### config.mk
export PLATFORM = sky130hd
export DESIGN_NAME = ls_wb_stage
export DESIGN_NICKNAME = d
export VERILOG_FILES = /design/src/rtl/ls_wb_stage_pkg.sv /design/src/rtl/ls_wb_stage_load_data_align.sv /design/src/rtl/ls_wb_stage.sv
export SDC_FILE = /design/constraint.sdc
export NUM_CORES = 1
export LEC_CHECK = 0
export ABC_CLOCK_PERIOD_IN_PS = 2200
export CORE_MARGIN = 2
export CORE_UTILIZATION = 32
export CTS_CLUSTER_DIAMETER = 100
export DETAILED_ROUTE_END_ITERATION = 8
export PLACE_DENSITY = 0.58
export SYNTH_ARGS = -nofsm -noshare
export SYNTH_HDL_FRONTEND = slang
export SYNTH_HIERARCHICAL = 1
export SYNTH_SLANG_ARGS = --single-unit
### constraint.sdc
create_clock -name clk -period 2.2 [get_ports clk]
set_input_delay 0.55 -clock clk [delete_from_list [all_inputs] [get_ports clk]]
set_output_delay 0.55 -clock clk [all_outputs]
set_load 0.01 [all_outputs]
### src/rtl/ls_wb_stage_pkg.sv
// Shared encodings for the load/store write-back stage: load sizes,
// bus response codes, FSM states and the latched load context.
package ls_wb_stage_pkg;

    localparam logic [1:0] LS_SIZE_B = 2'd0;
    localparam logic [1:0] LS_SIZE_H = 2'd1;
    localparam logic [1:0] LS_SIZE_W = 2'd2;
    localparam logic [1:0] LS_SIZE_D = 2'd3;

    localparam logic [1:0] RESP_OKAY = 2'd0;

    typedef enum logic [1:0] {
        LSWB_IDLE = 2'd0,
        LSWB_AR   = 2'd1,
        LSWB_R    = 2'd2
    } lswb_state_e;

    // Everything about an in-flight load that the write-back needs later
    typedef struct packed {
        logic [4:0] rd;
        logic       dest_wen;
        logic [1:0] size;
        logic       is_unsigned;
        logic [2:0] off;
    } load_ctx_t;

endpackage

### src/rtl/ls_wb_stage_load_data_align.sv
// Combinational load data alignment: picks the addressed bytes out of a
// little-endian doubleword and sign/zero-extends them to XLEN.
// Also usable by a misaligned-load path that supplies its own doubleword.
import ls_wb_stage_pkg::*;

module load_data_align #(
    parameter int XLEN = 64
) (
    input  logic [63:0]     rdata,
    input  logic [2:0]      off,
    input  logic [1:0]      size,
    input  logic            is_unsigned,
    output logic [XLEN-1:0] result
);

    logic [63:0] sh;
    logic [63:0] ext64;

    assign sh = rdata >> {off, 3'b000};

    // Extend the selected field to 64 bits first, then to XLEN
    always_comb begin
        ext64 = sh;
        case (size)
            LS_SIZE_B: ext64 = {{56{sh[7]  & ~is_unsigned}}, sh[7:0]};
            LS_SIZE_H: ext64 = {{48{sh[15] & ~is_unsigned}}, sh[15:0]};
            LS_SIZE_W: ext64 = {{32{sh[31] & ~is_unsigned}}, sh[31:0]};
            default:   ext64 = sh;
        endcase
        // ext64 is already sign-correct for narrow sizes; the signed cast
        // only matters when XLEN is wider than a doubleword.
        result = is_unsigned ? XLEN'(ext64) : XLEN'($signed(ext64));
    end

endmodule

### src/rtl/ls_wb_stage.sv
// Write-back stage of the load/store path. Non-loads (and loads already
// trapped upstream) retire the cycle after acceptance; clean loads run a
// single outstanding data-bus read and retire one cycle after the data beat.
import ls_wb_stage_pkg::*;

module ls_wb_stage #(
    parameter int XLEN   = 64,
    parameter int ADDR_W = 64
) (
    input  logic              clk,
    input  logic              rst,
    input  logic              ex_valid,
    output logic              ex_ready,
    input  logic [4:0]        ex_rd,
    input  logic              ex_dest_wen,
    input  logic              ex_trap_valid,
    input  logic [XLEN-1:0]   ex_result,
    input  logic              ex_load,
    input  logic [1:0]        ex_load_size,
    input  logic              ex_load_unsigned,
    output logic              dbus_arvalid,
    input  logic              dbus_arready,
    output logic [ADDR_W-1:0] dbus_araddr,
    input  logic              dbus_rvalid,
    output logic              dbus_rready,
    input  logic [63:0]       dbus_rdata,
    input  logic [1:0]        dbus_rresp,
    output logic              LS_WB_reg_ls_valid,
    output logic              LS_WB_reg_trap_valid,
    output logic [4:0]        LS_WB_reg_rd,
    output logic              LS_WB_reg_dest_wen,
    output logic [XLEN-1:0]   write_data
);

    lswb_state_e     state;
    load_ctx_t       ctx;
    logic [XLEN-1:0] aligned;

    assign ex_ready     = (state == LSWB_IDLE) && !rst;
    assign dbus_arvalid = (state == LSWB_AR);
    assign dbus_rready  = (state == LSWB_R);

    load_data_align #(.XLEN(XLEN)) u_align (
        .rdata       (dbus_rdata),
        .off         (ctx.off),
        .size        (ctx.size),
        .is_unsigned (ctx.is_unsigned),
        .result      (aligned)
    );

    // FSM, load context and registered write-back outputs
    always_ff @(posedge clk) begin
        if (rst) begin
            state                <= LSWB_IDLE;
            ctx                  <= '0;
            dbus_araddr          <= '0;
            LS_WB_reg_ls_valid   <= 1'b0;
            LS_WB_reg_trap_valid <= 1'b0;
            LS_WB_reg_rd         <= '0;
            LS_WB_reg_dest_wen   <= 1'b0;
            write_data           <= '0;
        end else begin
            LS_WB_reg_ls_valid <= 1'b0;
            case (state)
                LSWB_IDLE: begin
                    if (ex_valid) begin
                        if (!ex_load || ex_trap_valid) begin
                            // Pass-through retire; trapped loads never touch the bus
                            LS_WB_reg_ls_valid   <= 1'b1;
                            LS_WB_reg_trap_valid <= ex_trap_valid;
                            LS_WB_reg_rd         <= ex_rd;
                            LS_WB_reg_dest_wen   <= ex_dest_wen;
                            write_data           <= ex_result;
                        end else begin
                            ctx.rd          <= ex_rd;
                            ctx.dest_wen    <= ex_dest_wen;
                            ctx.size        <= ex_load_size;
                            ctx.is_unsigned <= ex_load_unsigned;
                            ctx.off         <= ex_result[2:0];
                            dbus_araddr     <= {ex_result[ADDR_W-1:3], 3'b000};
                            state           <= LSWB_AR;
                        end
                    end
                end
                LSWB_AR: begin
                    if (dbus_arready) state <= LSWB_R;
                end
                LSWB_R: begin
                    if (dbus_rvalid) begin
                        state                <= LSWB_IDLE;
                        LS_WB_reg_ls_valid   <= 1'b1;
                        LS_WB_reg_trap_valid <= (dbus_rresp != RESP_OKAY);
                        LS_WB_reg_rd         <= ctx.rd;
                        LS_WB_reg_dest_wen   <= ctx.dest_wen;
                        write_data           <= (dbus_rresp != RESP_OKAY) ? '0 : aligned;
                    end
                end
                default: state <= LSWB_IDLE;
            endcase
        end
    end

endmodule

; ---- After elaboration in Yosys (flattened, before gate mapping)
; Index checks and enable logic that the tools add are counted.
[totals]
reg_bits = 147
input_bits = 146
output_inout_bits = 139
word_cells = 65
[classes]
eq_ne = 9
shift = 1
muxes = 27
bitwise = 5
reduce_logical = 11
[op_table]
columns = cell, count
row1 = two-way mux 64 bit, 4
row2 = one-hot mux 64 bit (3 select lines), 1
row3 = one-hot mux 64 bit (2 select lines), 1
row4 = >> shifter 64 x 6 -> 64 bit, 1
row5 = two-way mux 5 bit, 3
row6 = one-hot mux 5 bit (2 select lines), 1
row7 = two-way mux 1 bit, 9
row8 = two-way mux 2 bit, 4
row9 = AND reduction 4 bit, 2
row10 = "!= test 2 bit, second input constant", 3
row11 = one-hot mux 1 bit (2 select lines), 3
row12 = one-hot mux 2 bit (3 select lines), 1
row13 = "== test 2 x 1 -> 1 bit, second input constant", 2
row14 = "== test 2 bit, second input constant", 2
row15 = logical NOT 2 bit, 2
row16 = "!= test 2 x 1 -> 1 bit, second input constant", 2
row17 = nonzero test 2 bit, 2
row18 = bitwise AND 1 bit, 3
row19 = AND reduction 3 bit, 1
row20 = logical NOT 1 bit, 2
row21 = NOT 1 bit, 2
row22 = logical AND 1 bit, 1
row23 = logical OR 1 bit, 1

; ---- Logic depth before layout (Yosys ltp)
; Gate-level depths: netlist (run 1).
[depth]
depth_word = 6
mapped_depth = 10
depth_no_buf = 6

; ---- Modules after synthesis
; The synthesis (run 1) kept the hierarchy.
[modules_own_cells]
columns = module, instances, cells_per_inst, area_per_inst_um2, seq_area_each_um2
row1 = ls_wb_stage, 1, 680, 6168.4, 2942.8
row2 = load_data_align, 1, 264, 2328.5, 0.0

; ---- Least setup slack after synthesis (run 1)
; Ideal clock, no wire load.
[synth_timing]
path_kind = input -> register
startpoint = input dbus_rdata[39]
endpoint = register write_data[54]
setup_time_ns = 0.152
arrival_time_ns = 1.688
required_time_ns = 2.048
path_slack_ns = 0.361
stages = 8
path_buffers = 2
path_cell_list = mux2_4 a2bb2oi_2 nand4_2 buf_6 buf_6 o2111ai_1 a22oi_1 a221oi_2
[synth_between]
elab_chain_cells = 6
word_cells_on_any_way = 8
classes_between = shift (1) / mux (4) / bitwise (3)
[synth_rtl]
columns = element, line
row1 = start: declaration, ls_wb_stage.sv:26  ; input logic [63:0] dbus_rdata,
row2 = >> shifter 64 x 6 -> 64 bit *, ls_wb_stage_load_data_align.sv:19  ; assign sh = rdata >> {off, 3'b000};
row3 = bitwise AND 1 bit (on tied branches), "ls_wb_stage_load_data_align.sv:27, ls_wb_stage_load_data_align.sv:25, ls_wb_stage_load_data_align.sv:26"
row4 = one-hot mux 64 bit (3 select lines) *, ls_wb_stage_load_data_align.sv:24  ; case (size)
row5 = via aligned[54], ls_wb_stage.sv:37  ; logic [XLEN-1:0] aligned;
row6 = two-way mux 64 bit *, ls_wb_stage.sv:95  ; write_data <= (dbus_rresp != RESP_OKAY) ? '0 : aligned;
row7 = two-way mux 64 bit *, ls_wb_stage.sv:89  ; if (dbus_rvalid) begin
row8 = one-hot mux 64 bit (2 select lines) *, ls_wb_stage.sv:64  ; case (state)
row9 = end signal: assignment, ls_wb_stage.sv:73  ; write_data <= ex_result;
row10 = end signal: assignment, ls_wb_stage.sv:95
row11 = end: declaration, ls_wb_stage.sv:32  ; output logic [XLEN-1:0] write_data
; Mark *: on every way through the listed nets, which the timed path passes. The rest lies on a longest branch. The select of a mux whose other input is x is not followed.
; A chain may end at the register's enable or synchronous reset.

; ---- Final worst setup path (run 1)
[layout_timing]
startpoint = input dbus_rdata[47]
endpoint = register write_data[20]
[layout_between]
elab_chain_cells = 6
word_cells_on_any_way = 7
classes_between = shift (1) / mux (4) / bitwise (2)
[layout_rtl]
columns = element, line
row1 = >> shifter 64 x 6 -> 64 bit *, ls_wb_stage_load_data_align.sv:19
row2 = bitwise AND 1 bit (on tied branches), "ls_wb_stage_load_data_align.sv:26, ls_wb_stage_load_data_align.sv:25"
row3 = one-hot mux 64 bit (3 select lines) *, ls_wb_stage_load_data_align.sv:24
row4 = via aligned[20], ls_wb_stage.sv:37
row5 = two-way mux 64 bit *, ls_wb_stage.sv:95
row6 = two-way mux 64 bit *, ls_wb_stage.sv:89
row7 = one-hot mux 64 bit (2 select lines) *, ls_wb_stage.sv:64
; Marked as above.

==> results of run 1 <==
-- report_power, final --
part	total (mW)	switching (mW)	internal, mW	leakage [nW]
combinational	2.04	0.970	1.07	3.03
sequential	2.92	0.0984	2.83	1.21
clock	3.04	1.23	1.81	0.293
total	8.00	2.30	5.70	4.53
-- worst min-delay path by stage --
stage	to	slack, ps
after global placement	dbus_araddr[34]	440
after CTS	ctx[10]	450
after detailed placement	dbus_araddr[58]	450
final	dbus_araddr[39]	450
after global routing	ctx[10]	470
after floorplan	ctx[2]	430
-- worst min-delay path, cell delays in order (launching register included) --
cell	delay, ps
dfxtp_1	310
nand2_1	50
a21oi_1	50
-- metal layers --
| layer | wire length [µm] | vias to the layer above |
|---|---|---|
| met2 | 16350 | 332 |
| met1 | 15140 | 4294 |
| li1 | - | 4137 |
| met5 | 13 | - |
| met3 | 2304 | 31 |
| met4 | 621 | 2 |
-- kinds of logic (layout without fill, tap and decap cells) --
logic type	Yosys count	in the layout	synth area share
simple gates	333	333	0.1676
compound gates	272	272	0.2724
flops	147	147	0.3463
buf+inv	109	435	0.07746
mux	82	82	0.1358
other cells	1	6	0.0004413
-- placed cells by master, fill, tap and decap left out, drive strengths merged, types with 2 or more instances in the layout --
master           n
buf            117
o21ai           14
nor2b            4
nor2            75
mux2i           47
o2111ai         16
o2bb2ai          9
nand4           26
nand2b           7
clkinv           4
clkinvlp         2
inv              6
nand2          195
diode            3
a311oi           6
mux2            10
a221oi          64
mux4            25
a22oi           71
o211ai           5
nor3             6
clkdlybuf4s50  277
a21oi           84
bufinv           2
clkbuf          23
conb             3
dlymetal6s2s     2
nand3           13
dfxtp          147
-- what timing repair did --
item,CTS,global route
gates cloned,1,2
gates resized for setup,5,14
setup buffers,0,4
pin swaps,0,7
setup endpoints to repair,5,52
-- area by class of cell --
cell class / instances / area (µm²)
fillers: 2456 / 13020
inverters: 4 / 15.01
clock inverters: 10 / 120.1
diodes: 3 / 7.507
repair buffers: 399 / 4048
multi-input cells: 690 / 4987
clock buffers: 22 / 485.5
well taps: 335 / 419.2
flip-flops and latches: 147 / 2957
-- state kept, by name, indices dropped and copies added (netlist names) --
register	cells
LS_WB_reg_rd	5
state	2
LS_WB_reg_ls_valid	1
ctx	12
LS_WB_reg_dest_wen	1
write_data	64
dbus_araddr	61
LS_WB_reg_trap_valid	1
-- through the flow --
stage	cell area [µm²]	setup TNS [ps]
after global routing	13030	-94.97
after global placement	12280	-16020
after detailed placement	12280	-19100
after floorplan	8504	0
final	13040	0
after CTS	12920	0
==> impl_metrics.yaml, run 1 <==
pwr:
  powerDensity_nw_per_um2: 613.9
  power.ir.vdd_worst_v: 0.0003575
  total_power_mw: 8.004
  p_leak_nw: 4.533
place:
  dpl_worst_slack_ps: -421.6
  hpwlAfterDp_um: 25130
  gp_congestion: 0.8896
  io_buffers: 281
  dp_cells: 1568
critical_path:
  crit_chain: "clkdlybuf4s50_1 -> mux2i_2 -> nand3_1 -> nand4_4 -> buf_12 -> o2111ai_1 -> a22oi_1 -> a221oi_2"
  cp-endpoint: "write_data[20]"
  path_depth: 8
  ff2ff_path_depth: 7
  reg2reg_to: "write_data[20]"
  critPathSlowestCell: "clkdlybuf4s50_1"
  path_buf_inv: 2
  cp_max_fo: 21
  critical-path-max-stage-delay_ps: 460
  crit_type: "in -> reg"
  r2r_start: "ctx[2]"
  required_ps: 2490
  cp-end-kind: "flop"
  cp-start-kind: "input pin"
  critPathLaunch: "dbus_rdata[47]"
  cp.arrival_ps: 2440
  path_delay_family: "buffers and inverters"
  rrSetupSlack_ps: 100
worst_hold_path:
  holdCritPathClass: "reg -> reg"
  hold_depth: 2
  holdCritStartpoint: "dbus_araddr[39]"
global_route:
  grt_antenna_before_repair: 4
  grt_usage: 0.2403
  gr-total-overflow: 0
  grt_pass1_vias: 8679
  grt-busiest-layer: "met2"
  grt_use_met2: 0.3926
  grt_use_met3: 0.05775
  grt_max_degree: 98
  grtUsageMet1: 0.3177
  grt_pass1_wl_um: 52190
cts:
  cts_buffers: 17
  cts.clk_slew.worst_paths_ps: 70
  h-tree-depth: 4
  holdBufCountCts: 0
  cts-root-buf: "clkbuf_16"
  clockBufferDepth: 2
  cts.sinks: 147
  cts_tree: "done"
  clkLatencyLatePin_ps: 430
cells_and_area:
  area_growth_pct: 53.45
  drive_above_1_share: 0.2123
  layout.nets: 1405
  final_core_util: 0.5004
  fin_cells: 1610
timing:
  period_share: 0.9796
  period_needed_ps: 2155
  fmax_ghz: 0.4640
  rsz0062_at_grt: "true"
  setup_slack_ps: 44.98
  worst_clock_skew_ps: 10.52
  hold_viol_final: 0
  slew_headroom: 0.5160
  timing.hold.ws_ps: 454.5
  worst_pin_slew_ps: 726.0
  setup_viol: 0
  maxSlewViolCount: 0
yosys:
  yosys-top-cells-count: "nand2_1, dfxtp_1, a21oi_1"
  synth_edf_count: 0
  synth_area_leaders: "dfxtp_1, a221oi_2, nand2_1"
  synth_area_um2: 8497
  synthArstFlopShare: 0
  synthFlopType: "dfxtp_1"
  synth_top_area_cell: "dfxtp_1"
  yosysWarningCount: 6
  yosysSeqAreaShare: 0.3463
  synth_top_area_frac: 0.3463
  synth.distinct_cells: 48
  syn_avg_cell_area_um2: 9.001
  synth_seq_cells: 147
  synthCells: 944
  synth_most_common_cell: "nand2_1"
routing:
  routed_wl_um: 34430
  firstDrtPassIters: 5
  num_vias: 8796
  wl_per_cell_um: 21.39
  via_per_inst: 5.463
  ant_nets: 0
  drt_iter0_markers: 789
  drcViolationCount: 0
die:
  initial_utilization: 0.3261
  die_x_um: 167.0
  dieArea_um2: 27870
  die_h_um: 167.0
  core.rowCount: 59
  ios: 285
  coreArea_um2: 26060
run_status:
  status: "finished, final reports clean"
flow_run:
  cap_violations: 0
(Power assumes the default switching activity.)
==> run 2, diff against run 1 <==
PLACE_DENSITY = unset   (was 0.58)
PLACE_DENSITY_LB_ADDON = 0.25   (was unset)
==> run 2 against run 1 <==
Against the previous run: via count is 0.50% lower; fmax is 0.44% lower; highest routed layer unchanged; largest power group unchanged; worst setup slack worse by 9.5 ps; largest cell class unchanged; critical path depth stayed put; utilization is 0.16 points higher.
==> impl_metrics.yaml, run 2 (synthesis gave the netlist of run 1 again) <==
timing:
  worst_clock_skew_ps: 18.46
  fmax_ghz: 0.4620
  timing.hold.ws_ps: 454.2
  period_needed_ps: 2165
  hold_viol_final: 0
  period_share: 0.9839
  setup_viol: 0
  maxSlewViolCount: 0
cts:
  clockBufferDepth: 2
  clkLatencyLatePin_ps: 430
  cts_tree: "done"
  h-tree-depth: 4
  cts_buffers: 17
  cts-root-buf: "clkbuf_16"
  cts.clk_slew.worst_paths_ps: 60
  cts.sinks: 147
critical_path:
  ff2ff_path_depth: 8
  rrSetupSlack_ps: 40
  cp_max_fo: 15
  crit_type: "reg -> reg"
  cp.arrival_ps: 2510
  cp-start-kind: "flop"
  r2r_start: "ctx[1]"
  required_ps: 2550
  reg2reg_to: "write_data[18]"
  cp-end-kind: "flop"
cells_and_area:
  final_cell_area_um2: 13080
  drive_above_1_share: 0.2145
  reg.largest.list: "write_data: 64 flops, dbus_araddr: 61 flops, ctx: 12 flops"
  area_growth_pct: 53.94
  final_core_util: 0.5019
  regMostFlops: "write_data"
  largest_reg_flops: 64
  final_common_cell: "clkdlybuf4s50_1"
  layout.nets: 1409
  layout_common_cells: "clkdlybuf4s50_1, nand2_1, dfxtp_1, buf_4, a21oi_1"
global_route:
  grt_usage: 0.2343
  grt_antenna_before_repair: 8
  grt_pass1_vias: 8573
  grt_pass1_wl_um: 51040
  gr-total-overflow: 0
  grt_max_degree: 80
  grtUsageMet1: 0.3039
  grt-busiest-layer: "met2"
  grt_use_met2: 0.3714
  grt_use_met3: 0.07510
routing:
  routed_wl_um: 34020
  drcViolationCount: 0
  firstDrtPassIters: 5
  drt_iter0_markers: 612
  via_per_inst: 5.423
  num_vias: 8752
  ant_nets: 0
  wl_per_cell_um: 21.08
pwr:
  total_power_mw: 7.967
  p_leak_nw: 4.566
  powerDensity_nw_per_um2: 609.1
  power.ir.vdd_worst_v: 0.0004182
die:
  ios: 285
  core.rowCount: 59
  coreArea_um2: 26060
  initial_utilization: 0.3261
  die_x_um: 167.0
  dieArea_um2: 27870
  die_h_um: 167.0
place:
  placed_area_um2: 12210
  io_buffers: 281
  hpwlAfterDp_um: 24610
  gp_congestion: 0.9106
run_status:
  status: "finished, final reports clean"
worst_hold_path:
  holdCritStartpoint: "dbus_araddr[27]"
  holdPathEnd: "dbus_araddr[27]"
  holdCritPathClass: "reg -> reg"
  hold_depth: 2
flow_run:
  cap_violations: 0
[run 2: cell count changes in the layout (fill, tap and decap cells not counted), moves of 2 or more]
cell,previous run,this run
buf_12,24,22
inv_6,3,0
clkbuf_16,19,21
clkdlybuf4s50_1,277,274
o2bb2ai_1,7,9
diode_2,3,6
buf_4,90,94
o2111ai_1,16,14
dlymetal6s2s_1,2,5
buf_6,2,4
o2111ai_2,0,2
o2bb2ai_2,2,0
[run 2: power by group]
group          total (mW)  switching, mW  leakage (nW)  internal [mW]
sequential           2.93          0.102          1.21           2.83
combinational        2.00          0.950          3.06           1.05
clock                3.04           1.18         0.293           1.86
total                7.97           2.23          4.57           5.74
[run 2: layer usage]
| layer | wire (µm) | share of wire | vias up |
|---|---|---|---|
| li1 | - | - | 4152 |
| met1 | 14560 | 0.43 | 4168 |
| met2 | 15830 | 0.47 | 378 |
| met3 | 2921 | 0.086 | 48 |
| met4 | 665 | 0.020 | 6 |
| met5 | 38 | 0.0011 | - |
[run 2: worst max-delay path by stage]
stage,startpoint,end,cells past startpoint
after floorplan,dbus_rdata[39],write_data[54],8
after global placement,dbus_rdata[63],write_data[23],9
after detailed placement,dbus_rdata[63],write_data[39],9
after CTS,state[0],dbus_rready,3
after global routing,ctx[1],write_data[58],9
final,ctx[1],write_data[18],8
[run 2: through the flow]
stage / instances / setup TNS [ps] / setup WS, ps
floorplan: 946 / 0 / 360.7
global placement: 1565 / -17250 / -381.2
detailed placement: 1565 / -19150 / -412.5
CTS: 1594 / 0 / 6.189
global route: 1610 / -701.3 / -42.10
finish: 1614 / 0 / 35.48
[run 2: critical path, stage by stage, from the launching register on]
cell       delay, ps
dfxtp_4          370
mux2i_4          200
buf_4            160
a22oi_2          200
nand4_1          290
buf_6            270
o2111ai_1        190
a22oi_1          150
a221oi_2         270
[run 2: cell type report]
class	count	area (µm²)
Timing Repair Buffer	403	4080
Clock inverter	9	130.1
Clock buffer	20	467.9
Tap cell	335	419.2
Fill cell	2459	12980
Antenna cell	6	15.01
Sequential cell	147	2955
Inverter	4	15.01
Multi-Input combinational cell	690	4997
[run 2: timing repair]
action                                 4_1_cts  5_1_grt
buffers inserted                             0       10
resized for setup                            3       23
setup endpoints to repair                    3       47
gates cloned                                 0        4
pin swaps                                    0       18
endpoints found under the hold margin        0        0
hold buffers                                 0        0
